## src/rtl/iter_div_unit.sv

```systemverilog
// Radix-2 restoring divider answering the EXE divide handshake; WIDTH iterations per request.
// Define ITER_DIV_EARLY_EXIT_EN to skip the dividend's leading zeros (same results, shorter latency).
module iter_div_unit #(
  parameter int WIDTH = 32
) (
  input  logic             clk,
  input  logic             reset,
  input  logic             in_valid,
  output logic             in_ready,
  input  logic             div_signed,
  input  logic             flush,
  input  logic [WIDTH-1:0] src1,
  input  logic [WIDTH-1:0] src2,
  output logic             out_valid,
  input  logic             out_ready,
  output logic [WIDTH-1:0] quotient,
  output logic [WIDTH-1:0] remainder
);

  localparam int CW = $clog2(WIDTH + 1);
  localparam logic [CW-1:0] CNT_ONE = 1;

  typedef enum logic [1:0] {IDLE, BUSY, DONE} state_t;

  state_t             state_q, state_d;
  logic [2*WIDTH-1:0] prem_q, prem_d;
  logic [WIDTH-1:0]   dvsr_q, dvsr_d;
  logic [CW-1:0]      cnt_q, cnt_d;
  logic               sgn_q, sgn_d;
  logic               s1_neg_q, s1_neg_d;
  logic               q_neg_q, q_neg_d;
  logic               dbz_q, dbz_d;
  logic [WIDTH-1:0]   raw1_q, raw1_d;
  logic [WIDTH-1:0]   quo_q, quo_d;
  logic [WIDTH-1:0]   rem_q, rem_d;

  logic [WIDTH-1:0]   abs1, abs2;
  logic [2*WIDTH-1:0] prem_init;
  logic [CW-1:0]      cnt_init;
  logic [2*WIDTH-1:0] shifted, step;
  logic [WIDTH:0]     diff;
  logic               take;
  logic [WIDTH-1:0]   q_mag, r_mag;

  assign abs1 = (div_signed && src1[WIDTH-1]) ? -src1 : src1;
  assign abs2 = (div_signed && src2[WIDTH-1]) ? -src2 : src2;

`ifdef ITER_DIV_EARLY_EXIT_EN
  function automatic logic [CW-1:0] lzc(input logic [WIDTH-1:0] v);
    lzc = CW'(WIDTH);
    for (int i = 0; i < WIDTH; i++) begin
      if (v[i]) lzc = CW'(WIDTH - 1 - i);
    end
  endfunction

  logic [CW-1:0] lz;
  assign lz        = lzc(abs1);
  assign prem_init = {{WIDTH{1'b0}}, abs1} << lz;
  // A zero dividend still runs one iteration so DONE is always reached via BUSY.
  assign cnt_init  = (lz == CW'(WIDTH)) ? CNT_ONE : CW'(WIDTH) - lz;
`else
  assign prem_init = {{WIDTH{1'b0}}, abs1};
  assign cnt_init  = CW'(WIDTH);
`endif

  // The carry out of the shifted upper half means it already exceeds any WIDTH-bit divisor.
  assign shifted = {prem_q[2*WIDTH-2:0], 1'b0};
  assign diff    = {1'b0, shifted[2*WIDTH-1:WIDTH]} - {1'b0, dvsr_q};
  assign take    = prem_q[2*WIDTH-1] | ~diff[WIDTH];
  assign step    = take ? {diff[WIDTH-1:0], shifted[WIDTH-1:1], 1'b1} : shifted;
  assign q_mag   = step[WIDTH-1:0];
  assign r_mag   = step[2*WIDTH-1:WIDTH];

  always_comb begin
    state_d  = state_q;
    prem_d   = prem_q;
    dvsr_d   = dvsr_q;
    cnt_d    = cnt_q;
    sgn_d    = sgn_q;
    s1_neg_d = s1_neg_q;
    q_neg_d  = q_neg_q;
    dbz_d    = dbz_q;
    raw1_d   = raw1_q;
    quo_d    = quo_q;
    rem_d    = rem_q;
    if (flush) begin
      state_d = IDLE;
    end else begin
      case (state_q)
        IDLE: begin
          if (in_valid) begin
            state_d  = BUSY;
            prem_d   = prem_init;
            dvsr_d   = abs2;
            cnt_d    = cnt_init;
            sgn_d    = div_signed;
            s1_neg_d = src1[WIDTH-1];
            q_neg_d  = src1[WIDTH-1] ^ src2[WIDTH-1];
            dbz_d    = (src2 == '0);
            raw1_d   = src1;
          end
        end
        BUSY: begin
          prem_d = step;
          cnt_d  = cnt_q - CNT_ONE;
          if (cnt_q == CNT_ONE) begin
            state_d = DONE;
            if (dbz_q) begin
              quo_d = '1;
              rem_d = raw1_q;
            end else begin
              quo_d = (sgn_q && q_neg_q) ? -q_mag : q_mag;
              rem_d = (sgn_q && s1_neg_q) ? -r_mag : r_mag;
            end
          end
        end
        DONE: begin
          if (out_ready) state_d = IDLE;
        end
        default: state_d = IDLE;
      endcase
    end
  end

  always_ff @(posedge clk) begin
    if (reset) begin
      state_q  <= IDLE;
      prem_q   <= '0;
      dvsr_q   <= '0;
      cnt_q    <= '0;
      sgn_q    <= 1'b0;
      s1_neg_q <= 1'b0;
      q_neg_q  <= 1'b0;
      dbz_q    <= 1'b0;
      raw1_q   <= '0;
      quo_q    <= '0;
      rem_q    <= '0;
    end else begin
      state_q  <= state_d;
      prem_q   <= prem_d;
      dvsr_q   <= dvsr_d;
      cnt_q    <= cnt_d;
      sgn_q    <= sgn_d;
      s1_neg_q <= s1_neg_d;
      q_neg_q  <= q_neg_d;
      dbz_q    <= dbz_d;
      raw1_q   <= raw1_d;
      quo_q    <= quo_d;
      rem_q    <= rem_d;
    end
  end

  assign in_ready  = (state_q == IDLE);
  assign out_valid = (state_q == DONE);
  assign quotient  = quo_q;
  assign remainder = rem_q;

endmodule

```

## config.mk

```make
export PLATFORM = sky130hd
export DESIGN_NAME = iter_div_unit
export DESIGN_NICKNAME = d
export VERILOG_FILES = /design/src/rtl/iter_div_unit.sv
export SDC_FILE = /design/constraint.sdc
export NUM_CORES = 1
export LEC_CHECK = 0
export CORE_ASPECT_RATIO = 1.4
export CORE_MARGIN = 8
export CORE_UTILIZATION = 30
export DETAILED_ROUTE_END_ITERATION = 8
export DONT_BUFFER_PORTS = 1
export GPL_TIMING_DRIVEN = 0
export PLACE_DENSITY = 0.48
export SLEW_MARGIN = 20
export SYNTH_ARGS = -nofsm -noshare
export SYNTH_HDL_FRONTEND = slang
export SYNTH_SLANG_ARGS = --single-unit
```

## constraint.sdc

```tcl
create_clock -name clk -period 8.09 [get_ports clk]
set_clock_uncertainty 0.2 [all_clocks]
set_input_delay 0.4045 -clock clk [delete_from_list [all_inputs] [get_ports clk]]
set_output_delay 0.4045 -clock clk [all_outputs]
set_load 0.02 [all_outputs]
```

==> results_dict.tcl, run 1 <==
set metrics [dict create \
    chipWidth_um 194 \
    gp_congestion 0.957 \
    crit_required_ns 8.30 \
    synth-simple-area-share_pct 22.1 \
    relSlewSlack_pct 32.0 \
    synth_compound_area_share_pct 28.1 \
    grt_pass1_wl_um 83700 \
    num_vias 13400 \
    diodes 0 \
    regToRegStartpoint "prem_q[31]" \
    worst_pin_slew_ns 1.02 \
    port_buffers 0 \
    ys.flop_type "dfxtp_1" \
    postLayoutCellArea_um2 15500 \
    grt_antenna_before_repair 2 \
    start_util_pct 30.2 \
    overflow 0 \
    cp-end-kind "register" \
    wire_per_inst_um 23.2 \
    synth_top_family_by_area "compound AO/OA/AOI/OAI gates" \
    synthCells 1768 \
    max-cap-violations 0 \
    multiInputGateArea_um2 8500 \
    cts_tree "done" \
    post_cts_buffers 0 \
    async_flop_share_pct 0 \
    synth_warnings 0 \
    drt.antenna.violating_nets 0 \
    place_ws_ns 0.745 \
    clock_path_buffers 3 \
    cp-start-kind "register" \
    leakage_uw 0.00578 \
    synth_edf_count 0 \
    drt-vias-per-instance 5.49 \
    grt.total_usage_pct 21.2 \
    vdd_ir_drop_max_v 0.000147 \
    synth_nets 1877 \
    core_area_um2 43800 \
    fin_cells 2439 \
    critPathMaxFanout 10 \
    synthAdderAreaFrac_pct 3.74 \
    yosys.area_share.xor_xnor_pct 8.78 \
    rows 91 \
    placedCellCount 2326 \
    clock_latency_ns 0.57 \
    dieArea_um2 51300 \
    synth-seq-area-share_pct 30.7 \
    status "finished, final reports clean" \
    yosysUniqueCellTypes 87 \
    final_common_cell "nor2_1" \
    finalNetCount 1974 \
    seqCellArea_um2 4060 \
    fill_cells 4712 \
    final_cell_mix "nor2_1, dfxtp_1, nand2_1" \
    cts_buffers 24 \
    hp-start "src1[12]" \
    avgSynthCellArea_um2 7.50 \
    wirelength_um 56500 \
    fin_setup_tns_ns 0 \
    path_clk_slew_ns 0.06 \
    grt_pass1_vias 13300 \
    cp-startpoint "prem_q[31]" \
    drive_gt1_share_pct 5.26 \
    dr.pass1.iters 5 \
    ys_ff_latch 203 \
    hold_viol 0 \
    clkSinkCount 203 \
    hold_path.class "in -> reg" \
    syn_to_final_growth_pct 16.8 \
    post-route-period-util_pct 92.9 \
    setup_viol_count_final 0 \
    arrival_ns 7.72 \
    die_height_um 265 \
    place_area_um2 14000 \
    fin_crit_ns 7.51 \
    remaining_drc_errors 0 \
    netlist_area_um2 13300 \
    timing.fmax_mhz 133 \
    critical_path_class "reg -> reg" \
    clockRootBuffer "clkbuf_16" \
    drt_iter0_drc 734 \
    dp_hpwl_um 45000 \
    fin_ws_ns 0.577 \
    io_pins 136 \
    finalMaxSlewViolations 0 \
    rsz0062_at_grt "false" \
    powerDensity_nw_per_um2 177 \
    synthMuxAreaShare_pct 1.49 \
    cts_max_level 1 \
    grt_max_degree 14 \
]
==> cell usage after synthesis, types with 11 or more instances <==
library cell / count / area (um2)
o21ai_0: 107 / 536
a22oi_1: 47 / 353
a21o_1: 11 / 82.6
o211ai_1: 22 / 165
and3_1: 13 / 81.3
a21oi_1: 201 / 1010
o31ai_1: 27 / 203
nand3_1: 25 / 125
xor2_1: 70 / 613
dfxtp_1: 203 / 4060
nand4_1: 11 / 68.8
a211oi_1: 45 / 338
mux2i_1: 13 / 130
nor3_1: 42 / 210
or4_1: 12 / 90.1
nand2_1: 202 / 758
ha_1: 38 / 475
inv_1: 50 / 188
and2_1: 11 / 68.8
buf_1: 11 / 41.3
nor2_1: 218 / 818
xnor2_1: 61 / 534
clkbuf_1: 92 / 345
a31oi_1: 20 / 125
nor4_1: 16 / 100
or3_1: 27 / 169
==> critical path: stages (launching register included) <==
cell	delay, ns
dfxtp_1	0.37
inv_1	0.09
ha_1	0.23
fa_1	0.41
nor2b_1	0.25
o211ai_2	0.21
a211oi_4	0.40
o21ai_2	0.18
nand2_4	0.18
buf_2	0.29
buf_2	0.34
buf_2	0.34
clkbuf_1	0.62
nand2_1	0.11
o21ai_0	0.31
ha_1	0.36
nand3b_1	0.12
or3_1	0.39
or4_1	0.46
o31ai_4	0.12
nand3_4	0.12
or4_4	0.58
o41a_1	0.34
xnor2_1	0.18
o221ai_1	0.13
==> path summary, 6_finish.rpt <==
kind              endpoint  slack [ns]  cells past startpoint
max reg2reg  remainder[28]        0.58                     24
min             prem_q[12]        0.02                      4
max          remainder[28]        0.58                     24
min reg2reg      dvsr_q[7]        0.26                      2
==> per-layer routing <==
layer  global-route usage [%]  wire length (um)  up-vias
met3                     3.88              2820      150
met4                     14.3              4190        0
met5                        0                 0        -
met1                     21.0             20600     6302
met2                     39.9             28900      380
li1                         -                 -     6555
==> where the power goes <==
group	switching, uW	total [uW]	internal, uW
combinational	354	552	199
clock	462	1110	653
sequential	38.0	1070	1040
total	853	2740	1890
==> area by class of cell <==
| class | count | area share (%) |
|---|---|---|
| clock buffers | 36 | 4.69 |
| clock inverters | 6 | 0.558 |
| well taps | 558 | 4.51 |
| multi-input cells | 1395 | 54.9 |
| flip-flops and latches | 203 | 26.3 |
| repair buffers | 71 | 4.59 |
| inverters | 51 | 1.25 |
| plain buffers | 119 | 3.20 |
==> state kept, by name, indices dropped and copies added, names as in the netlist <==
name / flops
cnt_q: 6
dbz_q: 1
dvsr_q: 32
prem_q: 64
q_neg_q: 1
quotient: 32
raw1_q: 31
remainder: 32
s1_neg_q: 1
sgn_q: 1
state_q: 2
==> repair_timing <==
item                      in CTS  in global routing
hold buffers                  71                  0
gates resized for setup        0                  0
hold endpoints to repair      82                  0
==> metrics by stage <==
stage	utilization [%]	power [uW]	hold WS, ns
floorplan	-	1450	0.225
global placement	31.8	1600	0.239
detailed placement	31.8	1610	0.245
CTS	35.3	2760	0.00174
global route	35.3	2860	0.0361
finish	35.3	2740	0.0199
==> kinds of logic (layout without fill, tap and decap cells) <==
| logic type | Yosys count | in the layout |
|---|---|---|
| multiplexers | 19 | 19 |
| adder cells (fa/ha/maj) | 39 | 39 |
| AO/OA/AOI/OAI | 572 | 572 |
| flip-flops | 203 | 203 |
| AND/OR/NAND/NOR | 633 | 633 |
| XOR/XNOR | 132 | 132 |
| buffers and inverters | 170 | 283 |
Note: power is estimated with default switching activity, not from simulation.
==> run 2, diff against run 1 <==
--- a/config.mk
+++ b/config.mk
@@ -7,11 +7,11 @@
 export LEC_CHECK = 0
 export CORE_ASPECT_RATIO = 1.4
 export CORE_MARGIN = 8
-export CORE_UTILIZATION = 30
+export CORE_UTILIZATION = 35
 export DETAILED_ROUTE_END_ITERATION = 8
 export DONT_BUFFER_PORTS = 1
 export GPL_TIMING_DRIVEN = 0
-export PLACE_DENSITY = 0.48
+export PLACE_DENSITY = 0.53
 export SLEW_MARGIN = 20
 export SYNTH_ARGS = -nofsm -noshare
 export SYNTH_HDL_FRONTEND = slang
==> run 2 against run 1 <==
Net effect:
- register-to-register slack gained 0.02 ns
- worst hold slack improved by 0.012 ns
- power shrank 1.8%
- clock power fell by 4%
- final area decreased by 1.2%
==> results_dict.tcl, run 2 (synthesis gave the netlist of run 1 again) <==
set metrics [dict create \
    critical_path_class "reg -> reg" \
    cp_slowest_cell "clkbuf_1" \
    status "finished, final reports clean" \
    remaining_drc_errors 0 \
    rr_worst_depth 24 \
    grt_pass1_wl_um 82600 \
    die_height_um 246 \
    finalNetCount 1971 \
    grt_antenna_before_repair 0 \
    hold_path.class "in -> reg" \
    multiInputGateArea_um2 8500 \
    dp_hpwl_um 43200 \
    critPathMostFrequentCell "buf_2" \
    hold_viol 0 \
    total_power_uw 2690 \
    vdd_ir_drop_max_v 0.000168 \
    clockRootBuffer "clkbuf_16" \
    final_cell_mix "nor2_1, dfxtp_1, nand2_1" \
    regToRegStartpoint "prem_q[31]" \
    crit_chain "inv_1, ha_1, fa_1, nor2b_1, o211ai_2, a211oi_4, o21ai_2, nand2_4, buf_2, buf_2, buf_2, clkbuf_1, nand2_1, o21ai_0, ha_1, nand3b_1, or3_1, or4_1, o31ai_4, nand3_4, or4_4, o41a_1, xnor2_1, o221ai_1" \
    max-cap-violations 0 \
    relSlewSlack_pct 33.8 \
    cp-end-kind "register" \
    arrival_ns 7.68 \
    drt.antenna.violating_nets 0 \
    overflow 0 \
    worst_pin_slew_ns 0.989 \
    clkSinkCount 203 \
    powerDensity_nw_per_um2 176 \
    grt.total_usage_pct 24.0 \
    final_common_cell "nor2_1" \
    clock_path_buffers 3 \
    drt-vias-per-instance 5.74 \
    rows 84 \
    dr.pass1.iters 5 \
    drive_gt1_share_pct 5.11 \
    seqCellArea_um2 4060 \
    critPathMaxFanout 10 \
    crit_buf_inv 5 \
    clock_latency_ns 0.55 \
    ff2ff_setup_slack_ns 0.60 \
    wire_per_inst_um 23.1 \
    wirelength_um 54300 \
    chipWidth_um 180 \
    port_buffers 0 \
    fill_cells 3986 \
    cts_max_level 1 \
    post_cts_buffers 0 \
    largest_reg_flops 64 \
    final_core_util_pct 40.9 \
    timing.fmax_mhz 134 \
    io_pins 136 \
    grt_max_degree 14 \
    fin_crit_ns 7.49 \
    max_flop_register "prem_q" \
    start_util_pct 35.4 \
    cp-start-kind "register" \
    fin_setup_tns_ns 0 \
    cts_tree "done" \
    hp-start "src2[6]" \
    worstSetupEndpoint "remainder[28]" \
    setup_viol_count_final 0 \
    gp_congestion 0.954 \
    core_area_um2 37400 \
    num_vias 13500 \
    drt_iter0_drc 888 \
    grt_pass1_vias 13700 \
    rsz0062_at_grt "false" \
    crit_required_ns 8.29 \
    cp_top_family "simple AND/OR/NAND/NOR gates" \
    leakage_uw 0.00574 \
    slowest_delay_ns 0.60 \
    syn_to_final_growth_pct 15.3 \
    cts_buffers 23 \
    post-route-period-util_pct 92.6 \
    rr_endpoint "remainder[28]" \
    dieArea_um2 44500 \
    timing.critical_path.depth 24 \
    cp-startpoint "prem_q[31]" \
    path_clk_slew_ns 0.07 \
    finalMaxSlewViolations 0 \
]
run 2: stage by stage:
step / hold WS [ns] / instance area (um2) / setup WS (ns) / cells
detailed placement: 0.240 / 13800 / 0.673 / 2241
global placement: 0.238 / 13800 / 0.660 / 2241
finish: 0.0317 / 15300 / 0.601 / 2351
global route: 0.0483 / 15300 / 0.209 / 2350
CTS: 0.00400 / 15300 / 0.612 / 2350
floorplan: 0.225 / 13300 / 2.33 / 1768
run 2: worst reg2reg max path: stages (launching register included):
cell and delay, ns:
dfxtp_1 0.35, inv_1 0.08, ha_1 0.23, fa_1 0.40
nor2b_1 0.25, o211ai_2 0.21, a211oi_4 0.38, o21ai_2 0.18
nand2_4 0.18, buf_2 0.29, buf_2 0.35, buf_2 0.34
clkbuf_1 0.60, nand2_1 0.12, o21ai_0 0.37, ha_1 0.36
nand3b_1 0.13, or3_1 0.40, or4_1 0.47, o31ai_4 0.13
nand3_4 0.11, or4_4 0.56, o41a_1 0.35, xnor2_1 0.17
o221ai_1 0.13
run 2: routing by layer:
layer,up-vias,routed length (um),global-route usage [%]
li1,6544,-,-
met1,6392,19700,24.1
met2,415,27700,44.6
met3,150,2690,3.92
met4,0,4130,17.1
met5,-,0,0
run 2: layout make-up:
class                      count  share of cell area [%]
inverter                      51                    1.27
antenna                        1                  0.0164
multi-input combinational   1395                    55.6
tap                          473                    3.87
timing repair buffer          69                    4.52
clock inverter                10                   0.810
sequential                   203                    26.6
buffer                       119                    3.24
clock buffer                  30                    4.07
run 2: report_power, final:
part           switching [uW]  internal, uW  leakage [uW]
logic                     351           198       0.00373
registers                37.6          1040       0.00165
clock network             458           610      0.000362
total                     847          1840       0.00574
run 2: timing repair:
item                                   CTS  global route
hold buffers                            69             0
resized for setup                        0             0
endpoints found under the hold margin   77             0
run 2: worst min-delay path by stage:
stage / end / slack [ns] / depth (start not counted)
after floorplan: dvsr_q[6] / 0.23 / 2
after global placement: dvsr_q[19] / 0.24 / 2
after detailed placement: dvsr_q[24] / 0.24 / 2
after CTS: prem_q[25] / 0.004 / 4
after global routing: prem_q[1] / 0.05 / 4
final: dvsr_q[7] / 0.03 / 4
==> run 3, diff against run 2 <==
--- a/config.mk
+++ b/config.mk
@@ -7,11 +7,11 @@
 export LEC_CHECK = 0
 export CORE_ASPECT_RATIO = 1.4
 export CORE_MARGIN = 8
-export CORE_UTILIZATION = 35
+export CORE_UTILIZATION = 39
 export DETAILED_ROUTE_END_ITERATION = 8
 export DONT_BUFFER_PORTS = 1
 export GPL_TIMING_DRIVEN = 0
-export PLACE_DENSITY = 0.53
+export PLACE_DENSITY = 0.57
 export SLEW_MARGIN = 20
 export SYNTH_ARGS = -nofsm -noshare
 export SYNTH_HDL_FRONTEND = slang
==> run 3 against run 2 <==
Net effect:
- maximum frequency rose by 0.52%
- first-iteration DRC count increased by 11%
- critical path depth unchanged
- via count grew 0.33%
- utilization rose by 4.3 points
- largest power group is now clock
- cell count down 0.94%
- critical path type unchanged
- largest cell class unchanged
==> results_dict.tcl, run 3 (synthesis gave the netlist of run 1 again) <==
set metrics [dict create \
    critPathMaxFanout 10 \
    wirelength_um 53100 \
    max-cap-violations 0 \
    internal-power_uw 1840 \
    cts_resized 0 \
    p_sw_uw 860 \
    regToRegStartpoint "prem_q[31]" \
    drt.antenna.violating_nets 0 \
    grt_pass1_vias 13300 \
    relSlewSlack_pct 37.4 \
    final_common_cell "nor2_1" \
    syn_to_final_growth_pct 15.2 \
    leakage_uw 0.00574 \
    hold_viol 0 \
    clkSinkCount 203 \
    total_power_uw 2700 \
    wire_per_inst_um 22.8 \
    drt_iter0_drc 989 \
    critical_path_class "reg -> reg" \
    diodes 0 \
    pwr-share-clk_pct 40.0 \
    largest_reg_flops 64 \
    hp-start "src1[13]" \
    cp-end-kind "register" \
    remaining_drc_errors 0 \
    dp_hpwl_um 41700 \
    cts_buffers 23 \
    chipWidth_um 172 \
    dr.pass1.iters 6 \
    grt_max_degree 14 \
    num_vias 13500 \
    p_sw_share_pct 31.8 \
    rows 80 \
    max_flop_register "prem_q" \
    drt-vias-per-instance 5.82 \
    grt_pass1_wl_um 79600 \
    port_buffers 0 \
    setup_viol_count_final 0 \
    path_clk_slew_ns 0.06 \
    start_util_pct 39.2 \
    cp-startpoint "prem_q[31]" \
    clockRootBuffer "clkbuf_16" \
    powerDensity_nw_per_um2 177 \
    dieArea_um2 40200 \
    rsz0062_at_grt "false" \
    post-route-period-util_pct 92.1 \
    drive_gt1_share_pct 5.27 \
    post_cts_buffers 0 \
    combPwrFrac_pct 20.2 \
    clock_latency_ns 0.56 \
    grt_antenna_before_repair 0 \
    final_cell_mix "nor2_1, dfxtp_1, nand2_1" \
    grt.total_usage_pct 26.0 \
    timing.fmax_mhz 134 \
    io_pins 136 \
    power_frac_seq_pct 39.7 \
    fin_setup_tns_ns 0 \
    cts_tree "done" \
    finalMaxSlewViolations 0 \
    hold_path.class "in -> reg" \
    cts_max_level 1 \
    cp-start-kind "register" \
    arrival_ns 7.64 \
    vdd_ir_drop_max_v 0.000166 \
    fin_crit_ns 7.45 \
    gp_congestion 0.960 \
    finalNetCount 1971 \
    worst_pin_slew_ns 0.938 \
    status "finished, final reports clean" \
    clock_path_buffers 3 \
    die_height_um 234 \
    overflow 0 \
    core_area_um2 33800 \
    final_core_util_pct 45.1 \
    crit_required_ns 8.28 \
]
==> run 3: changes by cell type in the layout (fill, tap and decap cells not counted) <==
| cell | before | now |
|---|---|---|
| clkbuf_1 | 97 | 95 |
| inv_6 | 0 | 1 |
| clkinvlp_4 | 2 | 4 |
| clkinv_4 | 1 | 0 |
| clkinv_2 | 4 | 5 |
| diode_2 | 1 | 0 |
==> run 3: critical path: stages (launching register included) <==
cell and delay [ns]:
dfxtp_1 0.35, inv_1 0.08, ha_1 0.22, fa_1 0.40, nor2b_1 0.26, o211ai_2 0.21
a211oi_4 0.38, o21ai_2 0.18, nand2_4 0.17, buf_2 0.28, buf_2 0.34, buf_2 0.36
clkbuf_1 0.64, nand2_1 0.10, o21ai_0 0.33, ha_1 0.36, nand3b_1 0.13, or3_1 0.39
or4_1 0.47, o31ai_4 0.12, nand3_4 0.11, or4_4 0.57, o41a_1 0.34, xnor2_1 0.15
o221ai_1 0.12
==> run 3: through the flow <==
stage | cell area, um2 | hold slack [ns] | setup WS [ns] | cells
detailed placement | 13800 | 0.243 | 0.795 | 2219
global placement | 13800 | 0.237 | 0.771 | 2219
CTS | 15300 | 0.00759 | 0.736 | 2329
global route | 15300 | 0.0626 | 0.401 | 2329
floorplan | 13300 | 0.225 | 2.33 | 1768
finish | 15300 | 0.0296 | 0.640 | 2329
==> run 3: repair_timing <==
action / 4_1_cts / 5_1_grt
endpoints found under the hold margin: 78 / 0
hold buffers: 69 / 0
setup endpoints to repair: 0 / 0
==> run 3: worst paths after layout <==
check,to,slack [ns],cells past startpoint
setup / recovery,remainder[28],0.64,24
hold / removal,prem_q[13],0.03,4
setup reg to reg,remainder[28],0.64,24
hold reg to reg,raw1_q[1],0.25,2
==> run 3: routing by layer <==
metal  GRT usage (%)  vias up  wire length, um
met5               0        -                0
met4            19.8        0             4430
met3            4.19      153             2980
met2            46.9      459            26700
met1            26.3     6400            19000
li1                -     6533                -
==> run 3: area by class of cell <==
cell class	instances	area [um2]
fill	3545	18600
clock buffer	28	614
sequential	203	4060
timing repair buffer	69	691
tap	451	564
clock inverter	13	144
multi-input combinational	1395	8500
inverter	51	194
buffer	119	495
==> run 3: power by group through the flow <==
| stage | sequential (uW) | combinational (uW) | clock [uW] |
|---|---|---|---|
| floorplan | 1080 | 373 | 0 |
| global placement | 1090 | 502 | 0 |
| detailed placement | 1090 | 507 | 0 |
| CTS | 1070 | 543 | 1090 |
| global route | 1080 | 596 | 1130 |
| finish | 1070 | 547 | 1080 |
